<file path="src/rtl/multicycle_control.sv">
// Main control FSM for the multicycle MIPS datapath.
// Decodes opcode/funct across several cycles and drives every datapath
// enable, mux select and the 2-bit ALU operation class. Memory accesses
// (fetch, load, store) stall on a ready handshake.
module multicycle_control (
  input  logic       i_clk,
  input  logic       i_rst,
  input  logic [5:0] i_con_Opcode,
  input  logic [5:0] i_con_FuncCode,
  input  logic       i_con_MemReady,
  output logic       o_con_PCWrite,
  output logic       o_con_PCWriteCond,
  output logic       o_con_IorD,
  output logic       o_con_MemRead,
  output logic       o_con_MemWrite,
  output logic       o_con_MemtoReg,
  output logic       o_con_IRWrite,
  output logic       o_con_AluSrcA,
  output logic       o_con_RegWrite,
  output logic       o_con_RegDst,
  output logic [1:0] o_con_PCSource,
  output logic [1:0] o_con_AluSrcB,
  output logic [1:0] o_con_AluOp,
  output logic [3:0] o_con_State,
  output logic       o_con_Illegal
);

  typedef enum logic [3:0] {
    S_IDLE      = 4'd0,
    S_FETCH     = 4'd1,
    S_DECODE    = 4'd2,
    S_MEM_ADDR  = 4'd3,
    S_MEM_READ  = 4'd4,
    S_MEM_WB    = 4'd5,
    S_MEM_WRITE = 4'd6,
    S_R_EXEC    = 4'd7,
    S_R_WB      = 4'd8,
    S_BRANCH    = 4'd9,
    S_JUMP      = 4'd10,
    S_JR        = 4'd11,
    S_ADDI_EXEC = 4'd12,
    S_ADDI_WB   = 4'd13,
    S_TRAP      = 4'd15
  } state_e;

  localparam logic [5:0] OP_RTYPE = 6'd0;
  localparam logic [5:0] OP_J     = 6'd2;
  localparam logic [5:0] OP_BEQ   = 6'd4;
  localparam logic [5:0] OP_ADDI  = 6'd8;
  localparam logic [5:0] OP_LW    = 6'd35;
  localparam logic [5:0] OP_SW    = 6'd43;
  localparam logic [5:0] FN_JR    = 6'd8;

  state_e state_q, state_d;

  // State register; reset wins over every state, including waits and TRAP.
  always_ff @(posedge i_clk) begin
    // NOTE: sequential state uses non-blocking (<=) so every flop samples
    // pre-edge values; the combinational block below uses blocking (=).
    if (i_rst) state_q <= S_IDLE;
    else       state_q <= state_d;
  end

  // Next-state and output decode from the current state.
  always_comb begin
    // NOTE: every output and state_d gets a default before the case so no
    // path leaves a signal unassigned, which would infer a latch.
    state_d           = state_q;
    o_con_PCWrite     = 1'b0;
    o_con_PCWriteCond = 1'b0;
    o_con_IorD        = 1'b0;
    o_con_MemRead     = 1'b0;
    o_con_MemWrite    = 1'b0;
    o_con_MemtoReg    = 1'b0;
    o_con_IRWrite     = 1'b0;
    o_con_AluSrcA     = 1'b0;
    o_con_RegWrite    = 1'b0;
    o_con_RegDst      = 1'b0;
    o_con_PCSource    = 2'b00;
    o_con_AluSrcB     = 2'b00;
    o_con_AluOp       = 2'b00;
    o_con_Illegal     = 1'b0;

    case (state_q)
      S_IDLE: state_d = S_FETCH;

      S_FETCH: begin
        o_con_MemRead = 1'b1;
        o_con_AluSrcB = 2'b01;
        // IR and PC update only on the cycle the fetch completes.
        o_con_IRWrite = i_con_MemReady;
        o_con_PCWrite = i_con_MemReady;
        if (i_con_MemReady) state_d = S_DECODE;
      end

      S_DECODE: begin
        o_con_AluSrcB = 2'b11;  // speculative branch target into ALUOut
        if ((i_con_Opcode == OP_LW) || (i_con_Opcode == OP_SW))
          state_d = S_MEM_ADDR;
        else if (i_con_Opcode == OP_RTYPE)
          state_d = (i_con_FuncCode == FN_JR) ? S_JR : S_R_EXEC;
        else if (i_con_Opcode == OP_BEQ)  state_d = S_BRANCH;
        else if (i_con_Opcode == OP_J)    state_d = S_JUMP;
        else if (i_con_Opcode == OP_ADDI) state_d = S_ADDI_EXEC;
        else                              state_d = S_TRAP;
      end

      S_MEM_ADDR: begin
        o_con_AluSrcA = 1'b1;
        o_con_AluSrcB = 2'b10;
        state_d = (i_con_Opcode == OP_SW) ? S_MEM_WRITE : S_MEM_READ;
      end

      S_MEM_READ: begin
        o_con_MemRead = 1'b1;
        o_con_IorD    = 1'b1;
        if (i_con_MemReady) state_d = S_MEM_WB;
      end

      S_MEM_WB: begin
        o_con_RegWrite = 1'b1;
        o_con_MemtoReg = 1'b1;
        state_d = S_FETCH;
      end

      S_MEM_WRITE: begin
        o_con_MemWrite = 1'b1;
        o_con_IorD     = 1'b1;
        if (i_con_MemReady) state_d = S_FETCH;
      end

      S_R_EXEC: begin
        o_con_AluSrcA = 1'b1;
        o_con_AluOp   = 2'b10;
        state_d = S_R_WB;
      end

      S_R_WB: begin
        o_con_RegDst   = 1'b1;
        o_con_RegWrite = 1'b1;
        state_d = S_FETCH;
      end

      S_BRANCH: begin
        o_con_AluSrcA     = 1'b1;
        o_con_AluOp       = 2'b01;
        o_con_PCWriteCond = 1'b1;
        o_con_PCSource    = 2'b01;
        state_d = S_FETCH;
      end

      S_JUMP: begin
        o_con_PCWrite  = 1'b1;
        o_con_PCSource = 2'b10;
        state_d = S_FETCH;
      end

      S_JR: begin
        o_con_PCWrite  = 1'b1;
        o_con_PCSource = 2'b11;
        state_d = S_FETCH;
      end

      S_ADDI_EXEC: begin
        o_con_AluSrcA = 1'b1;
        o_con_AluSrcB = 2'b10;
        state_d = S_ADDI_WB;
      end

      S_ADDI_WB: begin
        o_con_RegWrite = 1'b1;
        state_d = S_FETCH;
      end

      S_TRAP: o_con_Illegal = 1'b1;  // held until reset

      default: state_d = S_IDLE;     // unreachable codes recover to IDLE
    endcase
  end

  assign o_con_State = state_q;

endmodule

</file>
<file path="config.mk">
export PLATFORM = sky130hd
export DESIGN_NAME = multicycle_control
export DESIGN_NICKNAME = d
export VERILOG_FILES = /design/src/rtl/multicycle_control.sv
export SDC_FILE = /design/constraint.sdc
export NUM_CORES = 1
export LEC_CHECK = 0
export ABC_AREA = 1
export CAP_MARGIN = 20
export CORE_MARGIN = 2
export CORE_UTILIZATION = 25
export CTS_CLUSTER_DIAMETER = 120
export DETAILED_ROUTE_END_ITERATION = 7
export SLEW_MARGIN = 20
export SYNTH_ARGS = -nofsm -noshare
export SYNTH_HDL_FRONTEND = slang
export SYNTH_SLANG_ARGS = --single-unit
</file>
<file path="constraint.sdc">
create_clock -name i_clk -period 1.4 [get_ports i_clk]
set_input_delay 0.14 -clock i_clk [delete_from_list [all_inputs] [get_ports i_clk]]
set_output_delay 0.14 -clock i_clk [all_outputs]
set_load 0.03 [all_outputs]
</file>
# Word-level counts from Yosys, hierarchy flattened
# Index checks and enable logic that the tools add are counted.
# W data, S select, Z words.
# classes
mux	25
eq_ne	23
bitwise_logic	1
n_reduce_logical	11
# ops
operator	count
$pmux W4 S9	1
$eq A4 B4 Y1 const B	7
$mux W4	6
$eq A4 B3 Y1 const B	4
$eq A6 B4 Y1 const B	2
$eq A6 B6 Y1 const B	2
$pmux W2 S3	2
$mux W1	10
$eq A4 B2 Y1 const B	2
$reduce_or A2 Y1	4
$reduce_or A7 Y1	1
$eq A6 B2 Y1 const B	1
$eq A6 B3 Y1 const B	1
$logic_not A6 Y1	1
$mux W3	2
$ne A2 B2 Y1 const B	3
$eq A4 B1 Y1 const B	1
$logic_not A4 Y1	1
$mux W2	2
$pmux W2 S2	1
$reduce_and A4 Y1	1
$reduce_or A4 Y1	1
$reduce_or A3 Y1	1
$pmux W1 S2	1
other kinds (2)	2
# word_totals
wordCells	61
regBits	4

# Longest topological paths before layout
# depth
word_depth	7
mapped_depth	10
mapped_depth_nobuf	10

# Worst setup path after synthesis
# No wires, ideal clock.
# synth_timing
kind	reg-to-output
start	register state_q[2], in the netlist o_con_State[2]
end	output port o_con_AluSrcA
t_arrival_ps	1680
stages_incl_launch_ff	5
slack_ps	-420
cell_sequence	dfxtp_1 -> nand2_1 -> nor2_1 -> nor2_1 -> nand2_1
# synth_between
elab_chain_cells	3
word_cells_on_any_way	6
cone_classes	eq/ne (4); mux (1); reduce/logical (1)
# synth_lines
item	line_no	source
from (decl)	54	state_e state_q, state_d;
from (signal assigned)	61	else state_q <= state_d;
$eq A4 B4 Y1, or another cell as far along	84	case (state_q)
$reduce_or A4 Y1 (no source line) (*)	n/a	
$mux W1 (*)	84	
to (decl)	18	output logic o_con_AluSrcA,
# Mark *: on every way between the ends. The rest lies on a longest branch, timed or not.

# Final worst setup path
# layout_timing
start	register state_q[2], in the netlist o_con_State[2]
end	output port o_con_AluSrcB[0]
# layout_between
elab_chain_cells	3
word_cells_on_any_way	6
cone_classes	eq/ne (4); mux (1); reduce/logical (1)
# layout_lines
item	line_no	source
$eq A4 B4 Y1 / $eq A4 B2 Y1 (equally long branches)	84	
$reduce_or A2 Y1 (no source line)	n/a	
$pmux W2 S3 (*)	84	
to (decl)	22	output logic [1:0] o_con_AluSrcB,
# Marks and branches as above.

==> results.json <==
{
  "whs_path_depth": 2,
  "clock_latency_ps": 240,
  "initial_antenna_violation_count": 0,
  "chipWidth_um": 50.45,
  "reg2reg_depth": 8,
  "tritoncts.num_buffers": 3,
  "timing.hold.ws_ps": 490.2,
  "remaining_drc_errors": 0,
  "multi_input_area_sq_um": 444.2,
  "worstPathRequired_ps": 1260,
  "grt_pass1_vias": 720,
  "power.share.sequential": 0.144,
  "clock_sink_count": 4,
  "outcome": "completed",
  "total_switching_power_uw": 1068,
  "floorplan.io_pins": 36,
  "timing.critical_path.depth": 6,
  "register_area_sq_um": 95.09,
  "start_util": 0.2694,
  "largest_register_ffs": 4,
  "p_leak_uw": 0.0005557,
  "count_of_endpoints_failing_hold_in_the_final_timing_report": 0,
  "detail_route.iter0.violations": 12,
  "detail_placement_hpwl_um": 1413,
  "clock_path_buffers": 2,
  "syn-instance-count": 112,
  "finish.cell_count_without_fillers": 186,
  "rsz0062_at_grt": "true",
  "netlist_area_before_placement_sq_um": 539.3,
  "setup_violations": 0,
  "fraction_of_final_layout_cells_sized_beyond_drive_strength_1": 0.3962,
  "cts_hold_repair.buffers": 0,
  "grt_max_degree": 9,
  "worst_setup_hold_path_clk_slew_ps": 30,
  "critical_path_source_type": "flop",
  "setup.worst_path.class": "reg -> out",
  "gp_congestion": 0.8064,
  "cts_tree": "done",
  "cp_data_arrival_time_ps": 1260,
  "timing.critical_path.slowest_cell_delay_ps": 370,
  "met3_usage": 0.02083,
  "globalRoute.busiestLayer": "met2",
  "antennaDiodeCount": 0,
  "worst_path_dominant_cell_family": "simple AND/OR/NAND/NOR gates",
  "filler_cell_count": 211,
  "grt-ovfl-total": 0,
  "global_route.usage.met2": 0.2500,
  "ys_seq_elements": 4,
  "final_period_minus_worst_setup_slack_ps": 1396,
  "wl_um": 1734,
  "numPortBuffers": 35,
  "clk_root_buffer_cell": "sky130_fd_sc_hd__clkbuf_4",
  "core_area_sq_um": 2002,
  "final_min_period_over_clock_period": 0.9974,
  "grt_pass1_wl_um": 2808,
  "cell_by_cell_listing_of_the_critical_path": "nor2_4 > inv_2 > nor2_4 > inv_2 > nand2_1 > buf_6",
  "synthesis.yosys.warnings": 0,
  "clock_power_share": 0.073,
  "combPwrFrac": 0.783,
  "place.detailed.instances": 176,
  "cell_internal_pwr_uw": 919.9,
  "max_freq_mhz": 716.1,
  "grt_use_total": 0.1398,
  "via_per_inst": 4.328,
  "y_dimension_of_the_die_um": 50.45,
  "synth_cell_types": 16,
  "detail_route.wl_per_cell_um": 9.323,
  "worst-path-buf-inv": 3,
  "ant_nets": 0,
  "timing.hold.worst.class": "in -> reg",
  "ir_drop_v": 0.0007798,
  "post_route_clock_skew_ps": 11.26,
  "crit_path_max_fanout": 8,
  "htree_num_levels": 1,
  "seq_area_frac_synth": 0.1485,
  "post_synth.cell_area_avg_sq_um": 4.815,
  "synthesis.nets": 127,
  "cp-end-kind": "output pin",
  "dr.pass1.iters": 4,
  "floorplan.rows": 16,
  "area_delta_synth_final_pct": 100.7,
  "switching_share": 0.5372,
  "worstMarginPinSlew_ps": 304.4,
  "final-max-slew-violation-count": 0,
  "power-per-cell-area_nw_per_um2": 1837,
  "grt.met1_usage": 0.1573,
  "max_cap_violation_count": 0,
  "cpMaxStageDelayCell": "sky130_fd_sc_hd__dfxtp_4",
  "final_net_count": 176,
  "dieArea_sq_um": 2545,
  "max_slew_margin": 0.7979,
  "dr_total_vias": 805
}
-- worst register-to-register path: cells and delay by family (launching register included) --
kind,cells,cell delay [ps]
simple gates,3,310
compound gates,3,300
flops,1,390
buf+inv,2,200
-- area by class of cell --
cell class	instances	share of cell area
Timing Repair Buffer	44	0.3630
Inverter	23	0.08671
Sequential cell	4	0.08786
Multi-Input combinational cell	85	0.4104
Clock buffer	3	0.02081
Tap cell	27	0.03121
-- stage by stage --
stage	setup WS, ps	TNS, ps	instance area [sq um]	util	total power (uW)
after floorplan	9.597	0	573.1	-	1066
after global placement	-17.89	-20.50	929.6	0.4644	1509
after detailed placement	-44.59	-64.60	929.6	0.4644	1516
after CTS	-59.28	-170.3	970.9	0.4850	1704
after global routing	-48.14	-123.4	1082	0.5406	2129
final	3.607	0	1082	0.5406	1988
-- layout by cell type (no fill, tap or decap), types with 2 or more instances in the layout --
cell,n
sky130_fd_sc_hd__nand3_1,7
sky130_fd_sc_hd__inv_1,14
sky130_fd_sc_hd__o21ai_1,3
sky130_fd_sc_hd__a21oi_1,4
sky130_fd_sc_hd__nand2_1,23
sky130_fd_sc_hd__o21ai_0,2
sky130_fd_sc_hd__dlygate4sd2_1,4
sky130_fd_sc_hd__clkbuf_4,3
sky130_fd_sc_hd__nand2_2,8
sky130_fd_sc_hd__nor2_1,24
sky130_fd_sc_hd__dfxtp_4,4
sky130_fd_sc_hd__nor2_2,2
sky130_fd_sc_hd__buf_4,20
sky130_fd_sc_hd__clkdlybuf4s50_1,14
sky130_fd_sc_hd__inv_4,3
sky130_fd_sc_hd__nor2_4,6
sky130_fd_sc_hd__buf_6,6
sky130_fd_sc_hd__inv_2,6
-- power groups by stage --
stage / sequential, uW / combinational [uW] / clock (uW)
finish: 286 / 1560 / 145
global route: 294 / 1680 / 151
CTS: 259 / 1290 / 150
detailed placement: 255 / 1260 / 0
global placement: 250 / 1260 / 0
floorplan: 314 / 752 / 0
-- cells in the mapped netlist (all sizes together) --
cell    n  area (sq um)
nand2  32         127.6
nor2   32         127.6
inv    23         88.84
nand3   7         35.03
o21ai   6         33.78
a21oi   5         28.78
dfxtp   4         80.08
nand4   1         6.260
nor3    1         5.000
o22ai   1         6.260
-- layer usage --
layer	vias to the layer above	wire length, um
met1	333	729
met3	4	109
met5	-	0
met4	0	25
li1	435	-
met2	33	869
-- logic make-up (layout without fill, tap and decap cells) --
group	count (synthesis)	count (layout)	synth area share
AO/OA/AOI/OAI	12	12	0.1276
buffers and inverters	23	70	0.1647
flip-flops	4	4	0.1485
AND/OR/NAND/NOR	73	73	0.5591
-- worst paths after layout --
kind,slack (ps),end,from
setup / recovery,4,o_con_AluSrcB[0],o_con_State[2]$_SDFFE_PP0P_
hold / removal,490,o_con_State[2]$_SDFFE_PP0P_,i_rst
hold reg to reg,540,o_con_State[2]$_SDFFE_PP0P_,o_con_State[2]$_SDFFE_PP0P_
setup reg to reg,90,o_con_State[0]$_SDFFE_PP0P_,o_con_State[0]$_SDFFE_PP0P_
-- timing repair --
| item | CTS | global route |
|---|---|---|
| endpoints found under the hold margin | 0 | 0 |
| pin swaps | 0 | 6 |
| resized for setup | 8 | 28 |
| buffers inserted | 2 | 5 |
| setup endpoints to repair | 10 | 15 |
(Power assumes the default switching activity.)
